==> config.mk <==
export PLATFORM = sky130hd
export DESIGN_NAME = bus_decoder_flat
export DESIGN_NICKNAME = d
export VERILOG_FILES = /design/src/rtl/bus_decoder_pkg.sv /design/src/rtl/bus_decoder_if.sv /design/src/rtl/bus_decoder_region_match.sv /design/src/rtl/bus_decoder.sv /design/src/flat_wrapper.sv
export SDC_FILE = /design/constraint.sdc
export NUM_CORES = 1
export LEC_CHECK = 0
export BUFFER_PORTS_ARGS = -buffer_cell sky130_fd_sc_hd__buf_2
export CAP_MARGIN = 20
export CORE_ASPECT_RATIO = 0.8
export CORE_MARGIN = 2
export CORE_UTILIZATION = 35
export CTS_BUF_LIST = sky130_fd_sc_hd__clkbuf_8
export CTS_CLUSTER_DIAMETER = 120
export CTS_CLUSTER_SIZE = 12
export DETAILED_ROUTE_END_ITERATION = 16
export PLACE_DENSITY = 0.81
export SYNTH_ARGS = -nofsm -noshare
export SYNTH_HDL_FRONTEND = slang
export SYNTH_SLANG_ARGS = --single-unit
==> constraint.sdc <==
create_clock -name i_clk -period 1.9 [get_ports i_clk]
set_clock_uncertainty 0.15 [all_clocks]
set_input_delay 0.19 -clock i_clk [delete_from_list [all_inputs] [get_ports i_clk]]
set_output_delay 0.19 -clock i_clk [all_outputs]
set_load 0.05 [all_outputs]
==> src/rtl/bus_decoder_pkg.sv <==
// Purpose : shared types for the bus decoder (FSM state and error codes).
// Latency : n/a (types only).
// Backpressure: n/a (types only).
package bus_decoder_pkg;

  typedef enum logic [1:0] {
    IDLE = 2'd0,
    BUSY = 2'd1,
    RESP = 2'd2
  } state_e;

  typedef enum logic [1:0] {
    ERR_NONE    = 2'd0,
    ERR_DECODE  = 2'd1,
    ERR_ALIGN   = 2'd2,
    ERR_TIMEOUT = 2'd3
  } err_code_e;

endpackage

==> src/rtl/bus_decoder_if.sv <==
// Purpose : master-side request bus plus per-slave strobes seen by the decoder.
// Latency : n/a (wires only).
// Backpressure: request is held by the master until o_ack or o_err.
// Ports   : slave modport = decoder view (requests/slave strobes in, selects/response out);
//           master modport = the opposite direction, for the requester/environment.
interface bus_decoder_if
  import bus_decoder_pkg::*;
#(
  parameter int NUM_SLAVES = 4,
  parameter int ADDR_WIDTH = 32,
  parameter int DATA_WIDTH = 32
);

  logic [ADDR_WIDTH-1:0]            i_address;
  logic                             i_req;
  logic [NUM_SLAVES-1:0]            i_slave_ack;
  logic [NUM_SLAVES*DATA_WIDTH-1:0] i_slave_data;
  logic [NUM_SLAVES-1:0]            o_cs;
  logic                             o_ack;
  logic                             o_err;
  err_code_e                        o_err_code;
  logic [DATA_WIDTH-1:0]            o_data;

  modport slave (
    input  i_address, i_req, i_slave_ack, i_slave_data,
    output o_cs, o_ack, o_err, o_err_code, o_data
  );

  modport master (
    output i_address, i_req, i_slave_ack, i_slave_data,
    input  o_cs, o_ack, o_err, o_err_code, o_data
  );

endinterface

==> src/rtl/bus_decoder_region_match.sv <==
// Purpose : combinational single-region comparator, base <= addr < base + span.
// Latency : 0 cycles (pure combinational).
// Backpressure: none.
// Ports   : i_base/i_span/i_address (ADDR_WIDTH) in, o_hit out.
module region_match #(
  parameter int ADDR_WIDTH = 32
) (
  input  logic [ADDR_WIDTH-1:0] i_base,
  input  logic [ADDR_WIDTH-1:0] i_span,
  input  logic [ADDR_WIDTH-1:0] i_address,
  output logic                  o_hit
);

  // One extra bit so a region ending at the top of the address space does
  // not wrap to zero; a zero span gives end == base and never matches.
  logic [ADDR_WIDTH:0] end_excl;

  assign end_excl = {1'b0, i_base} + {1'b0, i_span};
  assign o_hit    = (i_address >= i_base) && ({1'b0, i_address} < end_excl);

endmodule

==> src/rtl/bus_decoder.sv <==
// Purpose : decode request address to one of NUM_SLAVES regions, hold a registered
//           one-hot chip select until that slave acks, report ack/data or error.
// Latency : cs from cycle 1 after request; o_ack one cycle after slave ack; errors in cycle 1.
// Backpressure: master holds i_req until o_ack/o_err; at most one transaction per 3 cycles.
// Ports   : i_clk, i_rst_n (async active-low); bus = bus_decoder_if.slave.
module bus_decoder
  import bus_decoder_pkg::*;
#(
  parameter int                            NUM_SLAVES     = 4,
  parameter int                            ADDR_WIDTH     = 32,
  parameter int                            DATA_WIDTH     = 32,
  parameter logic [NUM_SLAVES*ADDR_WIDTH-1:0] BASE_ADDRS  = '0,
  parameter logic [NUM_SLAVES*ADDR_WIDTH-1:0] ADDR_SPANS  = {NUM_SLAVES{ADDR_WIDTH'(8)}},
  parameter bit                            ALIGNED        = 1'b1,
  parameter int                            TIMEOUT_CYCLES = 16
) (
  input  logic          i_clk,
  input  logic          i_rst_n,
  bus_decoder_if.slave  bus
);

  localparam int SEL_W = (NUM_SLAVES > 1) ? $clog2(NUM_SLAVES) : 1;
  localparam int CNT_W = (TIMEOUT_CYCLES > 0) ? $clog2(TIMEOUT_CYCLES + 1) : 1;

  // Region comparators followed by a lowest-index-wins priority encoder.
  logic [NUM_SLAVES-1:0] hit;
  logic [SEL_W-1:0]      hit_idx;
  logic                  any_hit;

  for (genvar g = 0; g < NUM_SLAVES; g++) begin : g_region
    region_match #(.ADDR_WIDTH(ADDR_WIDTH)) u_region_match (
      .i_base    (BASE_ADDRS[g*ADDR_WIDTH +: ADDR_WIDTH]),
      .i_span    (ADDR_SPANS[g*ADDR_WIDTH +: ADDR_WIDTH]),
      .i_address (bus.i_address),
      .o_hit     (hit[g])
    );
  end

  always_comb begin
    hit_idx = '0;
    for (int i = NUM_SLAVES - 1; i >= 0; i--) begin
      if (hit[i]) begin
        hit_idx = SEL_W'(i);
      end
    end
  end

  assign any_hit = |hit;

  state_e                 state_q, state_d;
  logic [NUM_SLAVES-1:0]  cs_q, cs_d;
  logic [SEL_W-1:0]       sel_q, sel_d;
  logic [CNT_W-1:0]       cnt_q, cnt_d;
  logic                   ack_q, ack_d;
  logic                   err_q, err_d;
  err_code_e              code_q, code_d;
  logic [DATA_WIDTH-1:0]  data_q, data_d;

  // Only the latched slave's strobe and data are observed; others are ignored.
  logic                   sel_ack;
  logic [DATA_WIDTH-1:0]  sel_data;
  logic [CNT_W-1:0]       cnt_inc;
  logic                   misaligned;

  always_comb begin
    sel_ack  = 1'b0;
    sel_data = '0;
    for (int i = 0; i < NUM_SLAVES; i++) begin
      if (sel_q == SEL_W'(i)) begin
        sel_ack  = bus.i_slave_ack[i];
        sel_data = bus.i_slave_data[i*DATA_WIDTH +: DATA_WIDTH];
      end
    end
  end

  assign cnt_inc    = cnt_q + CNT_W'(1);
  assign misaligned = ALIGNED && (bus.i_address[1:0] != 2'b00);

  always_comb begin
    state_d = state_q;
    cs_d    = cs_q;
    sel_d   = sel_q;
    cnt_d   = cnt_q;
    ack_d   = 1'b0;
    err_d   = 1'b0;
    code_d  = ERR_NONE;
    data_d  = data_q;
    case (state_q)
      IDLE: begin
        if (bus.i_req) begin
          if (misaligned) begin
            err_d   = 1'b1;
            code_d  = ERR_ALIGN;
            state_d = RESP;
          end else if (!any_hit) begin
            err_d   = 1'b1;
            code_d  = ERR_DECODE;
            state_d = RESP;
          end else begin
            sel_d = hit_idx;
            for (int i = 0; i < NUM_SLAVES; i++) begin
              cs_d[i] = (hit_idx == SEL_W'(i));
            end
            cnt_d   = '0;
            state_d = BUSY;
          end
        end
      end
      BUSY: begin
        // An ack on the limit cycle wins over the timeout.
        if (sel_ack) begin
          data_d  = sel_data;
          cs_d    = '0;
          ack_d   = 1'b1;
          state_d = RESP;
        end else begin
          cnt_d = cnt_inc;
          if ((TIMEOUT_CYCLES != 0) && (cnt_inc == CNT_W'(TIMEOUT_CYCLES))) begin
            cs_d    = '0;
            err_d   = 1'b1;
            code_d  = ERR_TIMEOUT;
            state_d = RESP;
          end
        end
      end
      RESP:    state_d = IDLE;  // request ignored for this one cycle
      default: state_d = IDLE;
    endcase
  end

  always_ff @(posedge i_clk or negedge i_rst_n) begin
    if (!i_rst_n) begin
      state_q <= IDLE;
      cs_q    <= '0;
      sel_q   <= '0;
      cnt_q   <= '0;
      ack_q   <= 1'b0;
      err_q   <= 1'b0;
      code_q  <= ERR_NONE;
      data_q  <= '0;
    end else begin
      state_q <= state_d;
      cs_q    <= cs_d;
      sel_q   <= sel_d;
      cnt_q   <= cnt_d;
      ack_q   <= ack_d;
      err_q   <= err_d;
      code_q  <= code_d;
      data_q  <= data_d;
    end
  end

  assign bus.o_cs       = cs_q;
  assign bus.o_ack      = ack_q;
  assign bus.o_err      = err_q;
  assign bus.o_err_code = code_q;
  assign bus.o_data     = data_q;

endmodule

==> src/flat_wrapper.sv <==
// flat-port wrapper written by rule: the top's interface ports become plain ports
module bus_decoder_flat import bus_decoder_pkg::*;
#(
  parameter int                            NUM_SLAVES     = 4,
  parameter int                            ADDR_WIDTH     = 32,
  parameter int                            DATA_WIDTH     = 32,
  parameter logic [NUM_SLAVES*ADDR_WIDTH-1:0] BASE_ADDRS  = '0,
  parameter logic [NUM_SLAVES*ADDR_WIDTH-1:0] ADDR_SPANS  = {NUM_SLAVES{ADDR_WIDTH'(8)}},
  parameter bit                            ALIGNED        = 1'b1,
  parameter int                            TIMEOUT_CYCLES = 16
)
  (i_clk, i_rst_n, bus_i_address, bus_i_req, bus_i_slave_ack, bus_i_slave_data, bus_o_cs, bus_o_ack, bus_o_err, bus_o_err_code, bus_o_data);
  bus_decoder_if #(.NUM_SLAVES(NUM_SLAVES), .ADDR_WIDTH(ADDR_WIDTH), .DATA_WIDTH(DATA_WIDTH)) bus_i ();
  input  logic i_clk;
  input  logic i_rst_n;
  input wire logic [$bits(bus_i.i_address)-1:0] bus_i_address;
  input wire logic [$bits(bus_i.i_req)-1:0] bus_i_req;
  input wire logic [$bits(bus_i.i_slave_ack)-1:0] bus_i_slave_ack;
  input wire logic [$bits(bus_i.i_slave_data)-1:0] bus_i_slave_data;
  output wire logic [$bits(bus_i.o_cs)-1:0] bus_o_cs;
  output wire logic [$bits(bus_i.o_ack)-1:0] bus_o_ack;
  output wire logic [$bits(bus_i.o_err)-1:0] bus_o_err;
  output wire logic [$bits(bus_i.o_err_code)-1:0] bus_o_err_code;
  output wire logic [$bits(bus_i.o_data)-1:0] bus_o_data;
  assign bus_i.i_address = bus_i_address;
  assign bus_i.i_req = bus_i_req;
  assign bus_i.i_slave_ack = bus_i_slave_ack;
  assign bus_i.i_slave_data = bus_i_slave_data;
  assign bus_o_cs = bus_i.o_cs;
  assign bus_o_ack = bus_i.o_ack;
  assign bus_o_err = bus_i.o_err;
  assign bus_o_err_code = bus_i.o_err_code;
  assign bus_o_data = bus_i.o_data;
  bus_decoder #(.NUM_SLAVES(NUM_SLAVES), .ADDR_WIDTH(ADDR_WIDTH), .DATA_WIDTH(DATA_WIDTH), .BASE_ADDRS(BASE_ADDRS), .ADDR_SPANS(ADDR_SPANS), .ALIGNED(ALIGNED), .TIMEOUT_CYCLES(TIMEOUT_CYCLES)) u_core (.i_clk(i_clk), .i_rst_n(i_rst_n), .bus(bus_i));
endmodule
==> metrics.cfg <==
[run_status]
status=finished, final reports clean

[clock_network]
root_buffer=clkbuf_8
cts_tree=done
clockBufferDepth=2
clk_latency_ns=0.30
cts.clk_slew.worst_paths_ns=0.09
cts_max_level=2
clock-sinks=44
cts_buffers=5

[critical_path]
startpoint=u_core.state_q[0]
r2r_setup_slack_ns=0.12
r2r_cells=4
worstPathRequired_ns=1.92
path_class=reg -> reg
critical_path.max_fanout=6
worst_setup_path_start_kind=flip-flop
r2r_start=u_core.state_q[0]
critPathArrivalTime_ns=1.80
crit_path_end_kind=flip-flop

[placement]
port-buffer-count=103
post-place-ws_ns=0.04036
dp.cells=318
dp_hpwl_um=3615
gp_congestion=0.8197

[routing]
drc_errors=0
wl_um=5545
first_pass_iters=4
wire_per_inst_um=15.45
antenna_left=0
vias_per_cell=4.794
vias=1721
drtIter0Drc=57

[yosys]
synth-seq-cells=44
synth.distinct_cells=31
syn_inst=147
synth_area_leaders=dfrtp_1 (58%), mux2_2 (19%), buf_4 (2.4%)
synth.most_common_cell=dfrtp_1
synth.largest_area_cell=dfrtp_1
yosys_most_used_dff=dfrtp_1
synth-async-reset-ratio=1.000
yosysSeqAreaShare=0.5770
synth_edf_count=0
yosys_warnings=0
synth_area_sq_mm=0.001908
synth_top_cell_area_share=0.5770
synth_area_per_cell_sq_um=12.98
synth_common_cells=dfrtp_1 (44), mux2_2 (32), nand2_1 (9)

[floorplanning]
dieArea_sq_mm=0.006062
fp.dieH_um=70.04
num_rows=24
coreArea_sq_mm=0.005345
fp.dieW_um=86.55
initial_core_util=0.3570
num_io_pins=207

[power_and_ir_drop]
internal-power_mw=1.447
p_sw_frac=0.2324
p_seq_frac=0.501
powerDensity_mw_per_mm2=631.3
ir_worst_vdd_mv=0.2955
combPwrFrac=0.106
switchingPower_mw=0.4382
pwr-share-clk=0.392
p_leak_nw=1.664

[grt]
grt_start_max_net_pins=45
grt_overflow_total=0
grt_pass1_vias=1919
grt_usage=0.1919
grt_pass1_wl_um=8811
grt_antenna_before_repair=0

[flow_run]
max-cap-violations=0

[timing]
rsz0062_at_grt=no
setup_tns_ns=0
hold_violations=0
slew_headroom=0.6248
period_share=0.9381
tightest_slew_ns=0.5629
hold-worst-slack_ns=0.06416
fin_ws_ns=0.1177
slew_violations=0
fin_crit_ns=1.782
setup_viol=0
fmax_ghz=0.5611

[finish]
diodes=0
drive_above_1_share=0.5442
layout.nets=462
synthToLayoutAreaGrowth_pct=56.52
fin_cells=359

[min_path]
hold_depth=3
holdCritStartpoint=bus_i_address[0]
hold_path.class=in -> reg

==> cells by family (layout without fill, tap and decap cells) <==
family	after synthesis	count (layout)	share of synthesized area
simple gates	42	42	0.1259
compound gates	16	16	0.05509
mux	32	32	0.1889
other cells	1	3	0.001965
flops	44	44	0.5771
buf+inv	9	154	0.02951
fa+ha+maj	2	2	0.01311
xor+xnor	1	1	0.008527
==> through the flow <==
step / util / power, mW / instance area (sq um)
floorplan: - / 1.014 / 1916
global placement: 0.4738 / 1.104 / 2532
detailed placement: 0.4738 / 1.108 / 2532
CTS: 0.5552 / 1.888 / 2968
global route: 0.5588 / 1.962 / 2987
finish: 0.5588 / 1.886 / 2987
==> flip-flops by register name (all words and copies together) (netlist names) <==
register and cells:
u_core.cnt_q 5, u_core.bus.o_err 1, u_core.bus.o_ack 1, u_core.bus.o_data 32, u_core.bus.o_cs 1, u_core.bus.o_err_code 2
u_core.state_q 2
==> placed cells by master (no fill, tap or decap), types with 2 or more instances in the layout <==
cell type	synthesis	routed
buf_4	6	6
nand4_1	5	5
buf_2	0	103
dfrtp_1	44	44
or2_2	2	2
dlygate4sd3_1	0	33
nor4_1	7	7
nor2_1	5	5
clkbuf_8	0	5
o21ai_0	7	7
nand3_1	2	2
nand2_1	9	9
a21oi_1	2	2
inv_1	3	3
nor3_1	4	4
mux2_2	32	32
conb_1	1	3
==> layer usage <==
metal	GRT usage	vias up	routed length (um)
met2	0.3778	57	3132
met4	0.07465	0	126
met1	0.1922	840	2067
met3	0.03901	13	219
li1	-	811	-
met5	0	-	0
==> worst max-delay path: stages (launching register included) <==
cell	delay (ns)
dfrtp_1	0.39
or3b_1	0.41
or2_4	0.26
nor3_4	0.31
o21ai_0	0.14
==> power by group through the flow <==
stage	sequential [mW]	clock (mW)	combinational, mW
after CTS	0.945	0.748	0.195
after detailed placement	0.963	0	0.144
final	0.945	0.740	0.201
after floorplan	0.978	0	0.0368
after global placement	0.963	0	0.141
after global routing	0.946	0.797	0.219
==> final timing paths <==
path,end
worst max-delay path,u_core.cnt_q[4]
worst min-delay path,u_core.bus.o_err_code[1]
worst max register to register,u_core.cnt_q[4]
worst min register to register,u_core.bus.o_data[13]
max in group asynchronous,u_core.bus.o_err
min in group asynchronous,u_core.bus.o_data[12]
==> cell type report <==
| class | count | area, sq um |
|---|---|---|
| tap | 65 | 81.33 |
| fill | 440 | 2359 |
| timing repair buffer | 143 | 910.9 |
| clock inverter | 3 | 46.29 |
| inverter | 3 | 11.26 |
| clock buffer | 5 | 68.82 |
| sequential | 44 | 1101 |
| multi-input combinational | 96 | 767.0 |
==> what timing repair did <==
action / CTS / global route
setup endpoints to repair: 0 / 1
hold buffers: 32 / 1
endpoints found under the hold margin: 75 / 1
setup buffers: 0 / 0
gates resized for setup: 0 / 3
(Power assumes the default switching activity.)
